===== config.mk =====
export PLATFORM = sky130hd
export DESIGN_NAME = organ_serial_driver_flat
export DESIGN_NICKNAME = d
export VERILOG_FILES = /design/src/rtl/organ_serial_driver_if.sv /design/src/rtl/organ_serial_driver.sv /design/src/flat_wrapper.sv
export SDC_FILE = /design/constraint.sdc
export NUM_CORES = 1
export LEC_CHECK = 0
export BUFFER_PORTS_ARGS = -buffer_cell sky130_fd_sc_hd__buf_2
export CORE_MARGIN = 5
export CORE_UTILIZATION = 58
export CTS_CLUSTER_DIAMETER = 40
export DETAILED_ROUTE_END_ITERATION = 6
export PLACE_DENSITY_LB_ADDON = 0.15
export SKIP_LAST_GASP = 1
export SYNTH_ARGS = -nofsm -noshare
export SYNTH_HDL_FRONTEND = slang
export SYNTH_SLANG_ARGS = --single-unit

===== constraint.sdc =====
create_clock -name clk_sys_i -period 2.3 [get_ports clk_sys_i]
set_input_delay 0.23 -clock clk_sys_i [delete_from_list [all_inputs] [get_ports clk_sys_i]]
set_output_delay 0.23 -clock clk_sys_i [all_outputs]
set_load 0.03 [all_outputs]

===== src/rtl/organ_serial_driver_if.sv =====
// Lamp-frame handshake between the light-organ lamp state and the serial driver.
// A frame transfers on any clock where lamps_valid and lamps_ready are both high.
interface organ_serial_driver_if #(
    parameter int NBITS = 8
);
    logic [NBITS-1:0] lamps;
    logic             lamps_valid;
    logic             lamps_ready;

    modport master (output lamps, output lamps_valid, input  lamps_ready);
    modport slave  (input  lamps, input  lamps_valid, output lamps_ready);
endinterface


===== src/rtl/organ_serial_driver.sv =====
// Shifts a lamp frame MSB-first to the DS8205D board as data/clock/latch on the open-drain user port.
// Registered outputs; ready only in IDLE, so frames offered while busy wait; stored frame re-sent on idle timeout.
module organ_serial_driver #(
    parameter int NBITS   = 8,
    parameter int CLK_DIV = 16,
    parameter int REFRESH = 1000000
) (
    input  logic                 clk_sys_i,
    input  logic                 reset_i,
    input  logic                 enable_i,
    organ_serial_driver_if.slave lamp_if,
    output logic                 busy_o,
    output logic [6:0]           user_out_o
);

    localparam int DW = (CLK_DIV > 1) ? $clog2(CLK_DIV) : 1;
    localparam int BW = (NBITS > 1) ? $clog2(NBITS) : 1;
    localparam int RW = (REFRESH > 1) ? $clog2(REFRESH) : 1;

    localparam logic [DW-1:0] DIV_LAST = DW'(CLK_DIV - 1);
    localparam logic [BW-1:0] BIT_LAST = BW'(NBITS - 1);
    localparam logic [RW-1:0] REF_LAST = (REFRESH == 0) ? '0 : RW'(REFRESH - 1);

    typedef enum logic [2:0] {
        ST_IDLE,
        ST_SHIFT_LO,
        ST_SHIFT_HI,
        ST_LATCH,
        ST_GAP
    } state_e;

    state_e           state_q, state_d;
    logic [DW-1:0]    div_q, div_d;
    logic [BW-1:0]    bit_q, bit_d;
    logic [RW-1:0]    refresh_q, refresh_d;
    logic [NBITS-1:0] shreg_q, shreg_d;
    logic [NBITS-1:0] stored_q, stored_d;
    logic [6:0]       user_out_q, user_out_d;
    logic             busy_q, busy_d;

    logic div_done;
    logic accept;
    logic refresh_hit;
    logic data_d, sclk_d, latch_d;

    assign lamp_if.lamps_ready = (state_q == ST_IDLE) && enable_i && !reset_i;
    assign busy_o     = busy_q;
    assign user_out_o = user_out_q;

    always_comb begin
        state_d     = state_q;
        div_d       = div_q;
        bit_d       = bit_q;
        refresh_d   = refresh_q;
        shreg_d     = shreg_q;
        stored_d    = stored_q;
        accept      = 1'b0;
        refresh_hit = 1'b0;
        div_done    = (div_q == DIV_LAST);

        if (!enable_i) begin
            // Abandon any partial frame; the stored frame survives for the next refresh.
            state_d   = ST_IDLE;
            div_d     = '0;
            bit_d     = '0;
            refresh_d = '0;
        end else begin
            case (state_q)
                ST_IDLE: begin
                    accept      = lamp_if.lamps_valid;
                    refresh_hit = (REFRESH != 0) && (refresh_q == REF_LAST) && !accept;
                    if (accept) begin
                        stored_d  = lamp_if.lamps;
                        shreg_d   = lamp_if.lamps;
                        state_d   = ST_SHIFT_LO;
                        div_d     = '0;
                        bit_d     = '0;
                        refresh_d = '0;
                    end else if (refresh_hit) begin
                        shreg_d   = stored_q;
                        state_d   = ST_SHIFT_LO;
                        div_d     = '0;
                        bit_d     = '0;
                        refresh_d = '0;
                    end else if (REFRESH != 0) begin
                        refresh_d = refresh_q + 1'b1;
                    end
                end
                ST_SHIFT_LO: begin
                    if (div_done) begin
                        div_d   = '0;
                        state_d = ST_SHIFT_HI;
                    end else begin
                        div_d = div_q + 1'b1;
                    end
                end
                ST_SHIFT_HI: begin
                    if (div_done) begin
                        div_d = '0;
                        if (bit_q == BIT_LAST) begin
                            bit_d   = '0;
                            state_d = ST_LATCH;
                        end else begin
                            shreg_d = shreg_q << 1;
                            bit_d   = bit_q + 1'b1;
                            state_d = ST_SHIFT_LO;
                        end
                    end else begin
                        div_d = div_q + 1'b1;
                    end
                end
                ST_LATCH: begin
                    if (div_done) begin
                        div_d   = '0;
                        state_d = ST_GAP;
                    end else begin
                        div_d = div_q + 1'b1;
                    end
                end
                ST_GAP: begin
                    if (div_done) begin
                        div_d   = '0;
                        state_d = ST_IDLE;
                    end else begin
                        div_d = div_q + 1'b1;
                    end
                end
                default: begin
                    state_d = ST_IDLE;
                    div_d   = '0;
                    bit_d   = '0;
                end
            endcase
        end

        // Serial lines are decoded from the next state so the pins line up with state_q.
        data_d  = 1'b0;
        sclk_d  = 1'b0;
        latch_d = 1'b0;
        case (state_d)
            ST_SHIFT_LO: data_d = shreg_d[NBITS-1];
            ST_SHIFT_HI: begin
                data_d = shreg_d[NBITS-1];
                sclk_d = 1'b1;
            end
            ST_LATCH:    latch_d = 1'b1;
            default:     ;
        endcase

        user_out_d = enable_i ? {2'b11, latch_d, sclk_d, data_d, 2'b11} : 7'h7F;
        busy_d     = (state_d != ST_IDLE);
    end

    always_ff @(posedge clk_sys_i) begin
        if (reset_i) begin
            state_q    <= ST_IDLE;
            div_q      <= '0;
            bit_q      <= '0;
            refresh_q  <= '0;
            shreg_q    <= '0;
            stored_q   <= '0;
            user_out_q <= 7'b1100011;
            busy_q     <= 1'b0;
        end else begin
            state_q    <= state_d;
            div_q      <= div_d;
            bit_q      <= bit_d;
            refresh_q  <= refresh_d;
            shreg_q    <= shreg_d;
            stored_q   <= stored_d;
            user_out_q <= user_out_d;
            busy_q     <= busy_d;
        end
    end

endmodule


===== src/flat_wrapper.sv =====
// flat-port wrapper written by rule: the top's interface ports become plain ports
module organ_serial_driver_flat 
#(
    parameter int NBITS   = 8,
    parameter int CLK_DIV = 16,
    parameter int REFRESH = 1000000
)
  (clk_sys_i, reset_i, enable_i, busy_o, user_out_o, lamp_if_lamps, lamp_if_lamps_valid, lamp_if_lamps_ready);
  organ_serial_driver_if #(.NBITS(NBITS)) lamp_if_i ();
  input  logic clk_sys_i;
  input  logic reset_i;
  input  logic enable_i;
  output logic busy_o;
  output logic [6:0] user_out_o;
  input wire logic [$bits(lamp_if_i.lamps)-1:0] lamp_if_lamps;
  input wire logic [$bits(lamp_if_i.lamps_valid)-1:0] lamp_if_lamps_valid;
  output wire logic [$bits(lamp_if_i.lamps_ready)-1:0] lamp_if_lamps_ready;
  assign lamp_if_i.lamps = lamp_if_lamps;
  assign lamp_if_i.lamps_valid = lamp_if_lamps_valid;
  assign lamp_if_lamps_ready = lamp_if_i.lamps_ready;
  organ_serial_driver #(.NBITS(NBITS), .CLK_DIV(CLK_DIV), .REFRESH(REFRESH)) u_core (.clk_sys_i(clk_sys_i), .reset_i(reset_i), .enable_i(enable_i), .lamp_if(lamp_if_i), .busy_o(busy_o), .user_out_o(user_out_o));
endmodule

==> impl_results.md <==
* Status: complete, no violations
* Inst Count DP at 349
* First-iteration detailed-routing DRC count at 166
* GP Congestion at 0.841
* Startpoint Class: register
* Sink Count at 50
* Post-Syn Area at 2390 sq um
* Sequential area share after synthesis at 41.8%
* Final hold violation count at 0
* Cell taking the most area after synthesis: dfxtp_1
* Io pins at 21
* Worst-margin pin slew at 679 ps
* Max_cap viols at 0
* Synth Warn # at 0
* FF+latch area at 1000 sq um
* DP HPWL at 3.61 mm
* Post-route insts no fill at around 360
* Skew-Pair Late Insertion Delay at 300 ps
* Routed Antenna Nets at 0
* CP Class: reg -> reg
* Final worst setup slack at 269 ps
* WP data required at 2500 ps
* Initial antenna violation count at 0
* Post-placement setup slack at 268 ps
* Worst setup EP type: register
* Total core area at approximately 4000 sq um
* Hold Buf Count CTS at 0
* Tmin final at ~2000 ps
* Post-CTS sizing at 0
* GRT Total Usage at 20.4%
* Drt drc at 0
* CTS tree: built
* FILL cells at 354
* Fmax at 492 MHz
* Sum Neg Setup Slack at 0 ps
* Clk slew on worst S/H paths at 90 ps
* Root buffer cell: clkbuf_8
* Hold Path Class: in -> reg
* DRT Pass-1 Iters at 5
* Final setup viols at 0
* First-pass GRT wire length at 8.87 mm
* Num rows at 23
* RSZ-0062 raised after global routing: no
* Synth cell types at between 40 and 50
* Slew HR at roughly 54%
* Port Buf Inserts at 16
* Grt total ovfl at 0
* Syn Inst Count at about 290
* Highest metal used: met4
* Ant diodes at 0
* WL/cell at approximately 14 um
* Maximum fanout along the worst path at 8
* Post-synth top flop: dfxtp_1
* Fin crit share at 88.3%
* DIE AREA at 5510 sq um
* Leak at 0.960 nW
* Synth async-reset ratio at 0%
* Total CTS buffers at 5
* Post-synth EDFFs at 0
* Die Span Y at 74.2 um
* Maximum VDD drop at 0.376 mV
* M1 wire length at 2.42 mm
* Top-area cell type share of the netlist area at 41.8%
* Layout Area Growth over Synthesis at 10.4%
* Wire length on met3 at about 290 um
* Worst EP arrival at roughly 2200 ps
* Setup bufs post-CTS at 0
* DR vias at between 2000 and 2500
* Metal2 WL at 2.28 mm
* Post-layout util at 66.0%
* Post-synthesis register bit count at 50
* Die X at about 74 um
* WL final at around 5 mm
* Clock Skew at roughly 5.6 ps
* Mean Syn Cell Area at 8.39 sq um
* CTS max path bufs at 2
* DR vias/cell at 5.98
* Nets at 322
* Starting density of the core at 59.8%
* Layout cell share with drive strength beyond 1 at 13.4%
* Footprint of the multi-input gates at 1290 sq um
* Final count of pins violating max slew at 0
* PwrDens at 598 nW/um^2
* Number of global-route vias before repair at 1931
* Largest net degree at the start of global routing at 23
* Synth top area cells: dfxtp_1 (42%), a21oi_1 (5.6%), nor2_1 (5.5%), nand2_1 (3.9%), nand3_1 (3.8%)
* H-tree levels at 2
cell families after synthesis:
kind of cell	Yosys count	share of synthesized area, %
simple gates	123	26.1
compound gates	68	18.9
flops	50	41.8
buf+inv	22	4.60
xor+xnor	16	5.86
fa+ha+maj	4	2.09
other cells	1	0.157
mux	1	0.418
path summary, 6_finish.rpt:
path | to | cells after the start | slack, ps | start
worst max register to register | u_core.user_out_o[3] | 5 | 270 | u_core.refresh_q[15]
worst min-delay path | u_core.stored_q[0] | 3 | 180 | lamp_if_lamps[0]
worst min register to register | u_core.stored_q[5] | 2 | 460 | u_core.stored_q[5]
worst max-delay path | u_core.user_out_o[3] | 5 | 270 | u_core.refresh_q[15]
synth_stat cells (2+ instances only):
cell type	n
dfxtp_1	50
nor2_1	35
a21oi_1	27
nand2_1	25
nand3_1	18
nand4_1	12
a211oi_1	9
clkbuf_1	9
nor3_1	8
xnor2_1	8
xor2_1	8
a222oi_1	6
o21ai_0	5
and3_1	4
buf_2	4
buf_4	4
ha_1	4
inv_1	4
a311oi_1	3
and4_1	3
nand2b_1	3
nor3b_1	3
o211ai_1	3
a211o_1	2
a22oi_1	2
nor4_1	2
o22ai_1	2
state kept, by name (all words and copies together) (netlist names):
register,cells
u_core.busy_o,1
u_core.div_q,4
u_core.refresh_q,20
u_core.shreg_q,8
u_core.state_q,3
u_core.user_out_o,3
u_core.bit_q,3
u_core.stored_q,8
per-stage QoR:
step,hold slack [ps],area [sq um],power [mW]
3_5_place_dp,450,2550,1.08
2_1_floorplan,377,2400,1.03
3_3_place_gp,444,2550,1.07
4_1_cts,169,2640,1.60
5_1_grt,180,2640,1.65
6_report,177,2640,1.58
cell type report:
| cell class | count | share of cell area [%] |
|---|---|---|
| clock inverter | 1 | 0.190 |
| timing repair buffer | 29 | 6.73 |
| inverter | 4 | 0.569 |
| clock buffer | 7 | 3.27 |
| tap | 50 | 2.37 |
| multi-input combinational | 216 | 49.0 |
| sequential | 50 | 37.9 |
power breakdown:
part	leakage [nW]	internal [mW]	total [mW]	switching, mW
Combinational	0.506	0.0542	0.156	0.102
Clock	0.0482	0.243	0.523	0.280
Sequential	0.406	0.888	0.901	0.0124
layout by cell type (no fill, tap or decap), drive strengths merged, types with 2 or more instances in the layout:
cell type / synthesis / layout
clkbuf: 9 / 7
xor2: 8 / 8
and4: 3 / 3
nor3b: 3 / 3
nor4: 2 / 2
a311oi: 3 / 3
nand2b: 3 / 3
nor2: 36 / 36
nand3: 18 / 18
nor3: 10 / 10
nand2: 25 / 25
xnor2: 8 / 8
o22ai: 2 / 2
a222oi: 6 / 6
a21oi: 27 / 27
conb: 1 / 4
a211oi: 9 / 9
ha: 4 / 4
o211ai: 3 / 3
inv: 4 / 4
buf: 9 / 29
nand4: 12 / 12
dfxtp: 50 / 50
a22oi: 2 / 2
a211o: 2 / 2
and3: 4 / 4
o21ai: 6 / 6
worst max-delay path: stages (launching register included):
cell and delay [ps]:
dfxtp_1 370, nor4_1 330, and4_1 320, a31oi_1 270
o31a_1 350, o32a_1 280
layer usage:
metal / up-vias / global-route usage [%]
met5: - / 0
met4: 0 / 6.52
met3: 9 / 4.59
met2: 71 / 31.4
met1: 976 / 28.5
li1: 1078 / -
Power figures use the tool's default switching activity.
